### src/rtl/radix_multiplier.sv
// radix_multiplier
//   Iterative shift-add multiplier. Retires BITS_PER_CYCLE multiplier bits
//   per RUN cycle and produces a 2*DATA_WIDTH product. Signed operation is
//   done on magnitudes, with the sign applied once at the end.
//
// Parameters
//   DATA_WIDTH      operand width (>= 2)
//   BITS_PER_CYCLE  multiplier bits per RUN cycle: 1, 2 or 4, dividing DATA_WIDTH
//
// Optional feature macro
//   MULT_EARLY_EXIT_EN  leave RUN as soon as the remaining multiplier bits are zero
//
// Ports
//   Clk      in   rising-edge clock
//   NReset   in   synchronous active-low reset
//   InputA   in   multiplicand, sampled on accept
//   InputB   in   multiplier, sampled on accept
//   Signed   in   1 = two's complement operands, sampled on accept
//   Start    in   request, accepted when Start && Ready at a Clk rise
//   Ready    out  idle, able to accept Start
//   Done     out  one-cycle strobe when Product updates
//   Product  out  result, held until the next completion

// Partial product of the multiplicand and one radix digit.
module radix_digit_pp #(
    parameter int W = 16,
    parameter int B = 1
) (
    input  logic [W-1:0]   mcand,
    input  logic [B-1:0]   digit,
    output logic [W+B-1:0] pp
);
    logic [B-1:0][W+B-1:0] term;

    genvar i;
    generate
        for (i = 0; i < B; i++) begin : g_term
            assign term[i] = digit[i] ? ({{B{1'b0}}, mcand} << i) : '0;
        end
    endgenerate

    always_comb begin
        pp = '0;
        for (int j = 0; j < B; j++) pp = pp + term[j];
    end
endmodule

module radix_multiplier #(
    parameter int DATA_WIDTH     = 16,
    parameter int BITS_PER_CYCLE = 1
) (
    input  logic                    Clk,
    input  logic                    NReset,
    input  logic [DATA_WIDTH-1:0]   InputA,
    input  logic [DATA_WIDTH-1:0]   InputB,
    input  logic                    Signed,
    input  logic                    Start,
    output logic                    Ready,
    output logic                    Done,
    output logic [2*DATA_WIDTH-1:0] Product
);
    localparam int W    = DATA_WIDTH;
    localparam int BPC  = BITS_PER_CYCLE;
    localparam int N    = W / BPC;
    localparam int CW   = (N > 1) ? $clog2(N) : 1;
    localparam int LOGB = $clog2(BPC);
    localparam int PW   = 2 * W;
    localparam int SW   = $clog2(PW) + 1;
    localparam logic [CW-1:0] LAST = CW'(N - 1);

    typedef enum logic [1:0] {IDLE, RUN, FINISH} state_t;

    typedef struct packed {
        logic [W-1:0] mcand;
        logic [W-1:0] mplier;
        logic         neg;
    } op_t;

    state_t        state_q, state_d;
    op_t           op_q, op_in;
    logic [PW-1:0] acc_q;
    logic [CW-1:0] count_q;

    logic [W+BPC-1:0] pp;
    logic [SW-1:0]    sh;
    logic [PW-1:0]    acc_step;
    logic [W-1:0]     mplier_shr;
    logic             run_last;

    // Operand capture: signed operands are reduced to magnitudes. The most
    // negative value negates to itself, which read as unsigned is exactly
    // its magnitude.
    always_comb begin
        op_in.mcand  = (Signed && InputA[W-1]) ? -InputA : InputA;
        op_in.mplier = (Signed && InputB[W-1]) ? -InputB : InputB;
        op_in.neg    = Signed && (InputA[W-1] ^ InputB[W-1]);
    end

    radix_digit_pp #(.W(W), .B(BPC)) u_pp (
        .mcand (op_q.mcand),
        .digit (op_q.mplier[BPC-1:0]),
        .pp    (pp)
    );

    // BPC is a power of two, so the digit weight is count << log2(BPC).
    always_comb begin
        sh         = SW'(count_q) << LOGB;
        acc_step   = acc_q + (PW'(pp) << sh);
        mplier_shr = op_q.mplier >> BPC;
`ifdef MULT_EARLY_EXIT_EN
        run_last   = (count_q == LAST) || (mplier_shr == '0);
`else
        run_last   = (count_q == LAST);
`endif
    end

    always_comb begin
        state_d = state_q;
        Ready   = 1'b0;
        case (state_q)
            IDLE: begin
                Ready = 1'b1;
                if (Start) state_d = RUN;
            end
            RUN:     if (run_last) state_d = FINISH;
            FINISH:  state_d = IDLE;
            default: state_d = IDLE;
        endcase
    end

    always_ff @(posedge Clk) begin
        if (!NReset) begin
            state_q <= IDLE;
            op_q    <= '0;
            acc_q   <= '0;
            count_q <= '0;
            Done    <= 1'b0;
            Product <= '0;
        end else begin
            state_q <= state_d;
            Done    <= 1'b0;
            case (state_q)
                IDLE: begin
                    if (Start) begin
                        op_q    <= op_in;
                        acc_q   <= '0;
                        count_q <= '0;
                    end
                end
                RUN: begin
                    acc_q       <= acc_step;
                    op_q.mplier <= mplier_shr;
                    count_q     <= count_q + CW'(1);
                end
                FINISH: begin
                    // Negating zero gives zero, so a signed zero product
                    // never comes out as a distinct -0.
                    Product <= op_q.neg ? -acc_q : acc_q;
                    Done    <= 1'b1;
                end
                default: ;
            endcase
        end
    end
endmodule

### config.mk
export PLATFORM = sky130hd
export DESIGN_NAME = radix_multiplier
export DESIGN_NICKNAME = d
export VERILOG_FILES = /design/src/rtl/radix_multiplier.sv
export SDC_FILE = /design/constraint.sdc
export NUM_CORES = 1
export LEC_CHECK = 0
export CORE_MARGIN = 2
export CORE_UTILIZATION = 23
export CTS_CLUSTER_SIZE = 10
export DETAILED_ROUTE_END_ITERATION = 6
export PLACE_DENSITY_LB_ADDON = 0.25
export REMOVE_ABC_BUFFERS = 1
export SLEW_MARGIN = 15
export SYNTH_ARGS = -nofsm -noshare
export SYNTH_HDL_FRONTEND = slang
export SYNTH_HIERARCHICAL = 1
export SYNTH_SLANG_ARGS = --single-unit
### constraint.sdc
create_clock -name Clk -period 5.8 [get_ports Clk]
set_clock_uncertainty 0.15 [all_clocks]
set_input_delay 0.87 -clock Clk [delete_from_list [all_inputs] [get_ports Clk]]
set_output_delay 0.87 -clock Clk [all_outputs]
set_load 0.02 [all_outputs]
Word-level counts from Yosys, hierarchy flattened. Index checks and enable logic that the tools add are counted.

Register bits: 104. Latch bits: 0. Bits in writable memories: 0. ROM bits: 0. Input port bits: 36. Output and inout port bits: 34. Logic and storage cells: 43. Memories kept: 0.

Add/sub/neg operators: 5. Multipliers: 0. Divide/modulo/power cells: 0. Magnitude comparators: 0. Equal/unequal tests: 5. Shifts and indexed selects: 1. Muxes and demuxes: 15. Bitwise gates (word level): 1. Reduce and logical (&&, ||, !) cells: 8.

Operator list (number): 2-to-1 mux 32 bit (2); case mux 32 bit (2 select lines) (1); 2-to-1 mux 16 bit (3); adder 32 bit (1); negation 16 bit (2); negation 32 bit (1); case mux 16 bit (2 select lines) (1); left shift 17 x 4 -> 32 bit (1); 2-to-1 mux 17 bit (1); case mux 4 bit (2 select lines) (1); AND reduction 2 bit (3); adder 4 x 1 -> 4 bit (second input constant) (1); equality test 4 bit (second input constant) (1); 2-to-1 mux 2 bit (2); 2-to-1 mux 4 bit (1); inequality test 2 bit (second input constant) (2); case mux 2 bit (2 select lines) (1); logical AND 1 bit (3); equality test 2 x 1 -> 1 bit (second input constant) (1); equality test 2 bit (second input constant) (1); zero test 2 bit (1); 2-to-1 mux 1 bit (2); nonzero test 2 bit (1); XOR 1 bit (1).

Logic depth before layout (Yosys ltp). Gate-level depths: netlist of the first run.

Depth after elaboration: 4. Depth in mapped cells: 20. Depth with buffers taken out: 18.

Modules after synthesis. Netlist of the first run, hierarchy kept.

By module, submodules not included: radix_multiplier (times used 1, cells an instance 947, area an instance 7434.6 sq um, seq. area each 2082.0 sq um); radix_digit_pp (times used 1, cells an instance 19, area an instance 137.6 sq um, seq. area each 0.0 sq um).

Least setup slack after synthesis of the first run. OpenSTA, ideal clock, no wires.

Path kind: reg-to-reg. From: reg count_q[1]. To: reg acc_q[26]. Library setup time: 117 ps. Arrival: 3814 ps. Required time: 5533 ps. Path slack: 1718 ps. Cell stages (with the launch flop): 19. Buffers on the path: 3. Period minus slack after synthesis: 4082 ps. Cell sequence: dfxtp_1 -> clkbuf_1 -> buf_1 -> and2_1 -> nor3_1 -> a21oi_1 -> mux2i_1 -> o22ai_1 -> ha_1 -> clkbuf_1 -> a21oi_1 -> o22ai_1 -> or3_1 -> o221ai_1 -> a31oi_1 -> o211ai_1 -> a211oi_1 -> or3_1 -> a32o_1.

Cells in the longest elaborated chain, start to end: 3.

RTL lines: start: declaration (RTL line 82) `logic [CW-1:0] count_q;`; start signal: assignment (RTL line 153) `count_q <= count_q + CW'(1);`; left shift 17 x 4 -> 32 bit (RTL line 108) `acc_step = acc_q + (PW'(pp) << sh);`; adder 32 bit (RTL line 108); case mux 32 bit (2 select lines) (RTL line 142) `case (state_q)`; end signal: assignment (RTL line 151) `acc_q <= acc_step;`; end: declaration (RTL line 81) `logic [PW-1:0] acc_q;`.

No other way between the ends. A chain may end at the register's enable or synchronous reset.

Worst setup path in the final report of the first run.
From: reg count_q[0]. To: reg acc_q[26].

The elaborated chain is that of the path after synthesis.

==> results.md, run 1 <==
- Leakage power: approximately 3.7 nW
- Die Area: between 0.03 and 0.04 mm^2
- Remaining DRCs: 0
- # Max-Cap Violations: 0
- Crit path time final: roughly 4.7 ns
- Global Route Usage Sum: 12.3%
- Number of global-route vias before repair: approximately 6500
- Worst skew pair latency: roughly 0.38 ns
- CP cell instances: buf_4 -> mux4_2 -> mux2i_1 -> o22ai_1 -> ha_1 -> nand2_1 -> o22ai_1 -> or3_1 -> o221ai_1 -> a31oi_1 -> o211ai_1 -> a211oi_1 -> or3_1 -> a32o_1
- First-pass GRT wire length: 34.0 mm
- Place WS: between 1 and 1.5 ns
- Synthesized cell area: roughly 0.0076 mm^2
- CP Data Arrival Time: between 4 and 5 ns
- Resized Gates After CTS: 0
- Sequential share of the synthesized area: 27.5%
- YS warnings: 6
- Top cells by count, synth: nand2_1 (136), dfxtp_1 (104), a21oi_1 (69), o21ai_0 (62), nor2_1 (59)
- Min-delay worst type: reg2reg
- P per Cell Area: slightly above 200 mW/mm^2
- # diodes: 0
- Clock Power Share: between 30% and 40%
- Fmax: around 210 MHz
- Hold Fails Final Rpt: 0
- Layout cells sized above 1: about 7%
- Switching power total: about 0.63 mW
- Yosys top cell by area: dfxtp_1
- Layout Area Growth over Synthesis: 18.7%
- Internal power: 1.23 mW
- Share of synthesized flip-flops with an asynchronous set or reset: 0%
- RSZ-0062 raised after global routing: false
- Worst-path clk slew: ~0.1 ns
- Core area: about 0.032 mm^2
- Largest net degree at the start of global routing: 63
- Primary FF master, synth: dfxtp_1
- Comb power frac: 22.1%
- Power Total: 1.85 mW
- Drt pass-1 iters: 5
- Layout fillers: between 3000 and 4000
- Wirelength per Cell: ~14 um
- Area contributors post-synth: dfxtp_1 (27%), nand2_1 (6.7%), ha_1 (5.8%), o211a_1 (5.2%), xor2_1 (5.1%)
- Worst Path Required: ~5.9 ns
- Placer Congestion: approximately 0.9
- Sw Share: 33.7%
- Cells after Synth: about 970
- WS Path Type: reg2reg
- H-Tree Depth: 3
- Initial antenna violation count: 0
- Synthesized flop and latch total: 104
- Crit path launch type: flip-flop
- Post-DP HPWL: around 16 mm
- Clock Root Buffer: clkbuf_16
- Port buffer count: 69
- Critical path's slowest cell: dfxtp_1
- Synth Area per Inst: a little under 8 um^2
- Crit end category: flip-flop
- Slowest stage delay, CP: approximately 0.75 ns
- Layout net count: around 1100
- Die Width: ~190 um
- Slew Viols, Final: 0
- Number of synthesized flops with an enable pin: 0
- Tcrit/Tclk final: 80.6%
- Hold Buf Count CTS: 0
- TNS Setup: 0 ns
- Peak supply drop: approximately 130 uV
- Slew Limit Headroom: a little over a third
- Gr ovfl total: 0
- Max clock buf depth: 2
- Via density: about 4.7
- Post-CTS Repair Setup Buffers: 0
- Total Routed Length: 20.8 mm
- Clock sinks: 104
- Slew @ Worst Pin: between 0.9 and 1 ns
- Most numerous cell in the Yosys netlist: nand2_1
- Run status: completed
- Via count: between 6000 and 7000
- Initial core utilization: a little under a quarter
- Register share of total power: about two fifths
- Post-synth top area share: approximately 27%
- Num CTS Buffers: 9
- Final setup viols: 0
- CTS tree: yes
- DIE HEIGHT: 185 um
- Ports: 70
- Post-synth cell types: between 60 and 70
- Post-DRT Antenna Nets: 0
- Critical Path Fanout Max: 20
- Num rows: 66
- Iter 0 DRT Violations: between 400 and 500
- Final worst slack: 1.13 ns
## worst max-delay path: cells and delay by family (launching register included)
| family | cells | cell delay (ns) |
|---|---|---|
| buffers and inverters | 1 | 0.27 |
| muxes | 2 | 0.72 |
| DFF | 1 | 0.75 |
| and+or+nand+nor | 3 | 0.83 |
| adders and majority gates | 1 | 0.38 |
| AOI/OAI and AO/OA | 7 | 1.46 |
## routing by layer
layer	GRT usage [%]	routed length (um)
met1	17.4	10700
met2	19.5	9020
met3	1.95	802
met4	2.92	204
met5	0	0
## final timing paths
kind,start,endpoint,slack (ns),cells after the start
max,count_q[0],acc_q[26],1.13,14
min,op_q[17],op_q[17],0.33,2
max reg2reg,count_q[0],acc_q[26],1.13,14
min reg2reg,op_q[17],op_q[17],0.33,2
## area by class of cell
type                    instances  area [um^2]  share of cell area (%)
clock buffers                   9          225                    2.51
inverters                      20         75.1                   0.835
well taps                     442          553                    6.15
repair buffers                 79          761                    8.46
flip-flops and latches        104         2080                    23.2
clock inverters                 7         96.3                    1.07
multi-input cells             788         5200                    57.8
## sequential cells by signal, indices dropped and copies added, names as in the netlist
signal / flops
acc_q: 32
mplier_shr: 15
count_q: 4
state_q: 2
Done: 1
Product: 32
op_q: 18
## stage by stage
| step | hold WS (ns) | utilization (%) | area, um^2 | std cells |
|---|---|---|---|---|
| 6_report | 0.331 | 27.7 | 8990 | 1449 |
| 5_1_grt | 0.361 | 27.7 | 8990 | 1449 |
| 4_1_cts | 0.333 | 27.7 | 8990 | 1449 |
| 3_5_place_dp | 0.319 | 26.7 | 8670 | 1433 |
| 3_3_place_gp | 0.301 | 26.7 | 8670 | 1433 |
| 2_1_floorplan | 0.289 | - | 7350 | 912 |
## cells by family (layout without fill, tap and decap cells)
kind of cell / after synthesis / after routing / share of synthesized area [%]
AOI/OAI and AO/OA: 315 / 315 / 27.9
xor gates and xnor gates: 79 / 79 / 9.14
adders and majority gates: 36 / 36 / 6.05
buffers and inverters: 74 / 115 / 3.98
DFF: 104 / 104 / 27.5
muxes: 24 / 24 / 3.64
other: 1 / 1 / 0.0495
and+or+nand+nor: 333 / 333 / 21.8
## placed cells by master (no fill, tap or decap), types with 7 or more instances in the layout
cell and count:
a21boi_0 11, a21o_1 11, a21oi_1 69, a22oi_1 15, a31oi_1 11, and2_1 22
and2_2 12, and3_1 7, buf_4 10, clkbuf_16 9, clkdlybuf4s50_1 68, dfxtp_1 104
ha_1 35, inv_1 19, mux2_2 8, mux2i_1 14, nand2_1 136, nand2b_1 9
nand3_1 18, nor2_1 59, nor2b_1 17, nor3_1 16, o211a_1 39, o211ai_1 7
o21a_1 7, o21ai_0 62, o21ai_1 22, o31ai_1 16, or3_1 9, xnor2_1 35
xor2_1 44
## power by group through the flow
stage / logic (mW) / clock network, mW / registers (mW)
3_5_place_dp: 0.411 / 0 / 0.795
5_1_grt: 0.459 / 0.716 / 0.783
6_report: 0.410 / 0.667 / 0.778
2_1_floorplan: 0.274 / 0 / 0.789
3_3_place_gp: 0.414 / 0 / 0.794
4_1_cts: 0.413 / 0.689 / 0.778
(Power assumes the default switching activity.)
==> inputs of run 2 (changes only) <==
==> constraint.sdc (replaced) <==
create_clock -name Clk -period 4.23 [get_ports Clk]
set_clock_uncertainty 0.15 [all_clocks]
set_input_delay 0.6345 -clock Clk [delete_from_list [all_inputs] [get_ports Clk]]
set_output_delay 0.6345 -clock Clk [all_outputs]
set_load 0.02 [all_outputs]
==> results.md, run 2 (synthesis results as in run 1) <==
- Layout cells sized above 1: 12.3% (+5.2 points)
- Peak supply drop: 189 uV (+40%)
- CP cell instances: and2_2 -> buf_4 -> mux4_2 -> nand2_2 -> o21a_1 -> o22ai_1 -> ha_1 -> nand4_1 -> o22ai_1 -> or3_1 -> o221ai_2 -> a31oi_1 -> o211ai_1 -> a21oi_1 -> or3_1 -> a32o_1
- # Max-Cap Violations: 0 (unchanged)
- Max clock buf depth: 2 (unchanged)
- Footprint of the multi-input gates: 0.00526 mm^2 (+1.1%)
- R2R depth: 16 (+2)
- Die Area: 0.0344 mm^2 (unchanged)
- Clock Root Buffer: clkbuf_16
- Critical Path Fanout Max: 12 (-40%)
- Crit end category: flip-flop
- Slowest stage delay, CP: 0.48 ns (-0.27 ns)
- Hold Fails Final Rpt: 0 (unchanged)
- Hold Path Depth: 2 (unchanged)
- Remaining DRCs: 0 (unchanged)
- Drt pass-1 iters: 5 (unchanged)
- Tcrit/Tclk final: 96.3% (+16 points)
- RSZ-0062 raised after global routing: true
- Register-to-Register Setup Slack: 0.15 ns (-0.97 ns)
- Hold WS: 0.321 ns (-0.0101 ns)
- Worst skew pair latency: 0.38 ns (about the same)
- Wirelength per Cell: 14.1 um (-1.4%)
- CTS tree: yes
- Most common cell after layout, fill and taps aside: nand2_1
- Port buffer count: 69 (unchanged)
- Initial core utilization: 23.3% (unchanged)
- Crit path launch type: flip-flop
- Levels on crit path: 16 (+2)
- Cell family with most CP delay: compound AO/OA/AOI/OAI gates
- Global Route Usage Sum: 12.6% (+0.23 points)
- Ports: 70 (unchanged)
- RR Startpoint: op_q[1]
- Post-DRT Antenna Nets: 0 (unchanged)
- Clock sinks: 104 (unchanged)
- Slew Viols, Final: 0 (unchanged)
- Num CTS Buffers: 9 (unchanged)
- P per Cell Area: 276 mW/mm^2 (+34%)
- Worst Path Required: 4.34 ns (-1.57 ns)
- Slew @ Worst Pin: 0.905 ns (-0.0450 ns)
- Placed Area: 0.00898 mm^2 (+3.6%)
- Min-delay worst type: reg2reg
- WS Path Type: reg2reg
- Placer Congestion: 0.834 (-4.8%)
- Largest net degree at the start of global routing: 75 (+19%)
- Fmax: 245 MHz (+15%)
- # diodes: 0 (unchanged)
- Worst-path clk slew: 0.10 ns (about the same)
- Core area: 0.0325 mm^2 (unchanged)
- Reg area: 0.00209 mm^2 (+0.30%)
- Final setup viols: 0 (unchanged)
- Layout fillers: 3524 (+0.11%)
- Iter 0 DRT Violations: 338 (-19%)
- Layout net count: 1117 (+4.0%)
- Post-DP HPWL: 16.2 mm (+3.1%)
- Via count: 6910 (+1.6%)
- Via density: 4.63 (-1.4%)
- Commonest cells after routing, fill and taps aside: nand2_1 (134), dfxtp_1 (101), a21oi_1 (68), clkdlybuf4s50_1 (68), o21ai_0 (62)
- Slew Limit Headroom: 39.5% (+2.9 points)
- Run status: completed
- Initial antenna violation count: 1 (+1)
- Worst hold start: op_q[17]
- CP bufs+invs: 1 (unchanged)
- Design area: 0.00939 mm^2 (+4.5%)
- Number of global-route vias before repair: 6631 (+2.7%)
- Leakage power: 3.96 nW (+5.9%)
- Place WS: -0.0937 ns (-1.32 ns)
- DIE HEIGHT: 185 um (unchanged)
- Total Routed Length: 21.1 mm (+1.5%)
- Num rows: 66 (unchanged)
- Worst hold endpoint: op_q[17]
- H-Tree Depth: 3 (unchanged)
- FF-to-FF End: acc_q[30]
- Registers with the most flip-flops: Product x32, acc_q x32, op_q x18
- Final worst slack: 0.154 ns (-0.972 ns)
- Critical path's slowest cell: mux4_2
- Crit path time final: 4.08 ns (-0.598 ns)
- Die Width: 185 um (unchanged)
- Layout Area Growth over Synthesis: 24.1%
- Gr ovfl total: 0 (unchanged)
- First-pass GRT wire length: 34.5 mm (+1.6%)
- CP Data Arrival Time: 4.19 ns (-0.60 ns)
run 2: repair_timing:
action | 4_1_cts | 5_1_grt
gates resized for setup | 3 | 13
setup endpoints to repair | 2 | 10
hold buffers | 0 | 0
buffers inserted | 0 | 3
pin swaps | 0 | 7
run 2: cell type report:
type / count / share of cell area, %
multi-input combinational: 788 / 55.9
clock inverter: 7 / 1.08
sequential: 104 / 22.2
tap: 442 / 5.89
timing repair buffer: 122 / 11.7
clock buffer: 9 / 2.40
inverter: 20 / 0.799
run 2: how the worst max path moves through the flow:
stage | start | to
global route | op_q[1] | acc_q[26]
finish | op_q[1] | acc_q[30]
floorplan | count_q[1] | acc_q[26]
global placement | op_q[1] | acc_q[31]
detailed placement | op_q[1] | acc_q[31]
CTS | op_q[1] | acc_q[31]
run 2: per-layer routing:
metal,track usage (%),part of all wire [%],wire length [um]
met4,4.00,1.5,320
met2,20.1,43,9110
met1,17.5,52,11000
met5,0,0,0
met3,1.53,3.1,663
run 2: through the flow:
step / utilization, % / cells / total power, mW / setup TNS [ns]
6_report: 28.9 / 1492 / 2.59 / 0
5_1_grt: 28.9 / 1492 / 2.73 / -0.0561
4_1_cts: 28.7 / 1489 / 2.63 / 0
3_5_place_dp: 27.7 / 1473 / 1.71 / -0.0937
3_3_place_gp: 27.7 / 1473 / 1.70 / -0.0981
2_1_floorplan: - / 912 / 1.46 / 0
run 2: power breakdown:
group	leakage [nW]	total, mW	internal, mW	switching, mW
combinational	2.96	0.618	0.270	0.348
clock	0.156	0.904	0.435	0.469
sequential	0.846	1.07	1.02	0.0466
run 2: worst register-to-register path: cells and delay by family (launching register included):
family,cells,cell delay [ns]
AO/OA/AOI/OAI,8,1.35
flip-flops,1,0.38
multiplexers,1,0.48
AND/OR/NAND/NOR,5,1.11
adder cells (fa/ha/maj),1,0.38
buffers and inverters,1,0.13
==> inputs of run 3 (changes only) <==
--- a/config.mk
+++ b/config.mk
@@ -5,9 +5,9 @@
 export SDC_FILE = /design/constraint.sdc
 export NUM_CORES = 1
 export LEC_CHECK = 0
+export ABC_AREA = 0
 export CORE_MARGIN = 2
 export CORE_UTILIZATION = 23
-export CTS_CLUSTER_SIZE = 10
 export DETAILED_ROUTE_END_ITERATION = 6
 export PLACE_DENSITY_LB_ADDON = 0.25
 export REMOVE_ABC_BUFFERS = 1
==> results of run 3 <==
The final DEF is identical to that of run 2; final timing and power are the same.
